## src/rtl/tt_sweep_checker_pkg.sv

```systemverilog
// Shared types and helpers for the truth-table sweep checker.
package tt_pkg;

  typedef enum logic [1:0] {
    IDLE = 2'd0,
    RUN  = 2'd1,
    DONE = 2'd2
  } state_e;

  // Settle counter width; wide enough for SETTLE values up to 15.
  localparam int unsigned TW = 4;

  function automatic int unsigned num_vec(input int unsigned n_in);
    return 32'd1 << n_in;
  endfunction

endpackage

```

## src/rtl/tt_sweep_checker_settle_timer.sv

```systemverilog
// Per-vector settle counter: counts 0..SETTLE and strobes on the sampling cycle.
module tt_settle_timer
  import tt_pkg::*;
#(
  parameter int unsigned SETTLE = 1
) (
  input  logic clk,
  input  logic rst_n,
  input  logic load_i,
  input  logic en_i,
  output logic strobe_o
);

  logic [TW-1:0] timer_q;

  assign strobe_o = en_i && (timer_q == TW'(SETTLE));

  always_ff @(posedge clk) begin
    if (!rst_n || load_i) begin
      timer_q <= '0;
    end else if (en_i) begin
      timer_q <= strobe_o ? '0 : timer_q + TW'(1);
    end
  end

endmodule

```

## config.mk

```make
export PLATFORM = sky130hd
export DESIGN_NAME = tt_settle_timer
export DESIGN_NICKNAME = d
export VERILOG_FILES = /design/src/rtl/tt_sweep_checker_pkg.sv /design/src/rtl/tt_sweep_checker_settle_timer.sv
export SDC_FILE = /design/constraint.sdc
export NUM_CORES = 1
export LEC_CHECK = 0
export ABC_AREA = 1
export BUFFER_PORTS_ARGS = -buffer_cell sky130_fd_sc_hd__buf_4
export CORE_AREA = 10 10 47 49
export CTS_CLUSTER_SIZE = 14
export DETAILED_ROUTE_END_ITERATION = 8
export DIE_AREA = 0 0 57 59
export HOLD_SLACK_MARGIN = 0.06
export PLACE_DENSITY = 0.31
export REMOVE_ABC_BUFFERS = 1
export SLEW_MARGIN = 10
export SYNTH_ARGS = -nofsm -noshare
export SYNTH_HDL_FRONTEND = slang
export SYNTH_SLANG_ARGS = --single-unit
```

## constraint.sdc

```tcl
create_clock -name clk -period 1 [get_ports clk]
set_input_delay 0.1 -clock clk [delete_from_list [all_inputs] [get_ports clk]]
set_output_delay 0.1 -clock clk [all_outputs]
set_load 0.005 [all_outputs]
```

### Yosys cells after proc, flatten, opt, wreduce, memory -nomap -nowiden

Index checks and enable logic that the tools add are counted.

* reduce and logical (&&, ||, !) cells: 3
* $add $sub $neg: 1
* multiplexer cells: 1
* equal/unequal tests: 1

Operators with widths (number)
* $add A4 B1 Y4 const B: 1
* $eq A4 B1 Y1 const B: 1
* $mux W4: 1
* $logic_and A1 B1 Y1: 1
* $logic_not A1 Y1: 1
* $logic_or A1 B1 Y1: 1

* bits of input ports: 4
* register bits after elaboration: 4

### Logic depth before layout (Yosys ltp)

* depth after elaboration: 3
* depth in mapped cells: 5

### Least setup slack after synthesis

OpenSTA, ideal clock, no wires.

* path kind: reg2reg
* from: register timer_q[1]
* to: register timer_q[1]
* arrival time: 0.859 ns
* period minus slack after synthesis: 0.918 ns
* library setup time: 0.059 ns
* path buffers: 0
* path slack: 0.082 ns
* stages on the path, launching flop included: 6
* cells stage by stage: dfxtp_1 inv_1 ha_1 nor2_1 nand3_1 nand2_1

* word-level cells in the longest chain between the ends: 3
* elaborated cells on any way between the ends: 4

Ends and longest elaborated chain
* start, declared: line tt_sweep_checker_settle_timer.sv:14 `logic [TW-1:0] timer_q;`
* start signal, assigned: line tt_sweep_checker_settle_timer.sv:22 `timer_q <= strobe_o ? '0 : timer_q + TW'(1);`
* branches (longest 2 deep; another with $add A4 B1 Y4)
* $mux W4 (*): line tt_sweep_checker_settle_timer.sv:22

Mark *: on every way between the ends.
A chain may end at the register's enable or synchronous reset.

### Final worst setup path

* from: register timer_q[1]
* to: register timer_q[2]

Same word-level chain as after synthesis.

==> results.md <==
- TritonCTS clock tree: built
- Hold Fails Final Rpt: 0
- Area share of the largest cell type after synthesis: between 30% and 40%
- Sequential element share of the synthesized area: 35.4%
- Run status: complete, but fails checks
- Fin. max-slew vios: 0
- Yosys cell types: 10
- CTS Sinks: 4
- Vias per std cell: just under 4
- Top reg by flops: timer_q
- Effective utilization at floorplan: 16.2%
- Area contributors post-synth: dfxtp_1 (35%), nor2_1 (13%), ha_1 (11%), inv_1 (9.9%), nand2_1 (9.9%)
- Antenna Nets Post-Route: 0
- Worst Skew: roughly 0.0048 ns
- Inst Count DP: 55
- Synth Area in Adders: approximately 11%
- Final setup fails: 2
- GRT overflow: 0
- Yosys warns: 0
- Mapped Area: ~230 µm²
- Arrival @ worst endpoint: 1.23 ns
- Vias in the first global route: 275
- Largest register FFs: 4
- H-tree depth: 1
- Synth Area in XOR/XNOR: approximately 3.9%
- Clk network pwr share: 45.8%
- Final Non-Filler Cells: 64
- CORE AREA: between 0.001 and 0.0015 mm²
- Design area: 429 µm²
- Seq pwr share: between 30% and 40%
- Period minus WS final: about 1.1 ns
- Final Cycle Share: 107%
- Die X: 57 µm
- EDFF count, synth: 0
- Inserted Diodes: 0
- Root Buffer: clkbuf_4
- Post-DR wirelength/cell: between 10 and 15 µm
- HP Class: in2reg
- Synth area leader: dfxtp_1
- Leakage: approximately 0.00019 µW
- Chip height: just under 60 µm
- Mapped Cells: 34
- Startpoint types: flip-flop
- First-pass GRT wire length: 1080 µm
- Starting DRT DRC Count: 1
- Switching Fraction: between 20% and 30%
- Simple-gate area share of the yosys netlist: between 30 and 40%
- Combinational fraction of design power: between 10% and 20%
- P_sw: between 90 and 100 µW
- Share of cells above drive strength 1: just over 60%
- Worst rel slew slack: 82.6%
- Max FO, Critical Path: 3
- Routability cong.: approximately 0.74
- Total GRT Usage: around 4.4%
- Die area: ~0.0034 mm²
- Largest family of logic cells by synthesized area: simple AND/OR/NAND/NOR gates
- Site Rows: 14
- CTS Buf Count: 3
- Unrepaired setup endpoints after global routing: yes
- Pwr Density: a little under 1000 mW/mm²
- Nets: 56
- WL final: 657 µm
- Area Growth Syn to Fin: 89.5%
- Initial antenna violation count: 0
- Max_cap viols: 0
- Prevailing post-synth register cell: dfxtp_1
- Count leader, synth: nor2_1
- # IOs: 5
- Largest net degree at the start of global routing: 6
- Synth Area in Compound Gates: around 2.2%
- Top Registers: timer_q: 4 flops
- CP endpoint kind: flip-flop
- Worst-Skew Late Latency: between 0.2 and 0.25 ns
- 1st-pass router iterations: 3
- Placed inst area: 284 µm²
- Clock slew at reported path FFs: 0.04 ns
- Crit path kind: reg2reg
- Maximum clock path buffer count: 2
- Mux contribution to synthesized area: 0%
- Max Clk Rate: ~0.94 GHz
- DR vias: ~250
- Internal power: 333 µW
- Synth top cells by count: nor2_1 (8), inv_1 (6), nand2_1 (6)
- Failing checks: setup timing
- Register bit total from synthesis: 4
- Async SR Flop Fraction: 0%
- Number of port buffers: 4
- Syn avg cell area: ~6.7 µm²
- Actual slew at the worst max-slew pin: ~0.26 ns
- Residual DRC: 0
- Worst setup margin: -0.0675 ns
- Peak supply drop: 0.510 mV
- Worst path required time: ~1.2 ns
[placed cells by master, fill, tap and decap left out]
cell,count
nor2_2,3
buf_4,7
nand3_1,3
buf_6,4
ha_4,2
or2_1,1
clkbuf_4,3
o21ai_2,1
dfxtp_1,1
inv_1,4
dfxtp_2,3
xnor2_2,1
nand2_1,5
inv_2,2
nand2_2,2
nor2_1,5
nand3_4,1
[power by group through the flow]
stage	combinational [µW]	sequential, µW	clock, µW
2_1_floorplan	16.4	169	0
3_3_place_gp	34.6	168	0
3_5_place_dp	33.9	169	0
4_1_cts	53.6	167	210
5_1_grt	72.0	167	225
6_report	63.1	167	195
[what timing repair did]
item / CTS / global route
buffers inserted: 4 / 2
hold buffers: 0 / 0
gates resized for setup: 12 / 9
pin swaps: 4 / 4
setup endpoints to repair: 2 / 5
[per-stage QoR]
stage	power [µW]	TNS (ns)	utilization, %	worst slack (ns)	hold WS (ns)
after floorplan	185	0	-	0.0823	0.286
after global placement	203	0	20.3	0.0189	0.426
after detailed placement	203	0	20.3	0.0240	0.420
after CTS	430	-0.0762	27.1	-0.0762	0.163
after global routing	464	-0.397	30.6	-0.132	0.216
final	425	-0.127	30.6	-0.0675	0.169
[cell families after synthesis]
group           after synthesis
fa+ha+maj                     2
buf+inv                       6
compound gates                1
flops                         4
xor+xnor                      1
simple gates                 20
[layout make-up]
cell class	count	area [µm²]
tap	16	20.0
fill	160	972
sequential	4	83.8
multi-input combinational	24	183
timing repair buffer	11	97.6
clock buffer	3	22.5
inverter	6	22.5
[path summary, 6_finish.rpt]
| kind | startpoint | end | slack, ns | depth (start not counted) |
|---|---|---|---|---|
| max | timer_q[1]$_SDFFE_PP0P_ | timer_q[2]$_SDFFE_PP0P_ | -0.07 | 7 |
| min | load_i | timer_q[1]$_SDFFE_PP0P_ | 0.17 | 4 |
| min reg2reg | timer_q[3]$_SDFFE_PP0P_ | timer_q[3]$_SDFFE_PP0P_ | 0.54 | 3 |
| max reg2reg | timer_q[1]$_SDFFE_PP0P_ | timer_q[2]$_SDFFE_PP0P_ | -0.07 | 7 |
[critical path, cell delays in order, from the launching register on]
cell and delay (ns):
dfxtp_2 0.31, buf_4 0.12, buf_6 0.12, ha_4 0.15
nand2_2 0.06, xnor2_2 0.10, inv_1 0.05, nor2_1 0.07
[per-layer routing]
| metal | vias to the layer above | share of wire (%) | track usage [%] |
|---|---|---|---|
| met5 | - | 0 | 0 |
| met4 | 0 | 1.5 | 5.03 |
| met3 | 2 | 4.3 | 2.36 |
| met2 | 3 | 58 | 6.82 |
| met1 | 115 | 36 | 3.79 |
| li1 | 132 | - | - |
Note: power is estimated with default switching activity, not from simulation.
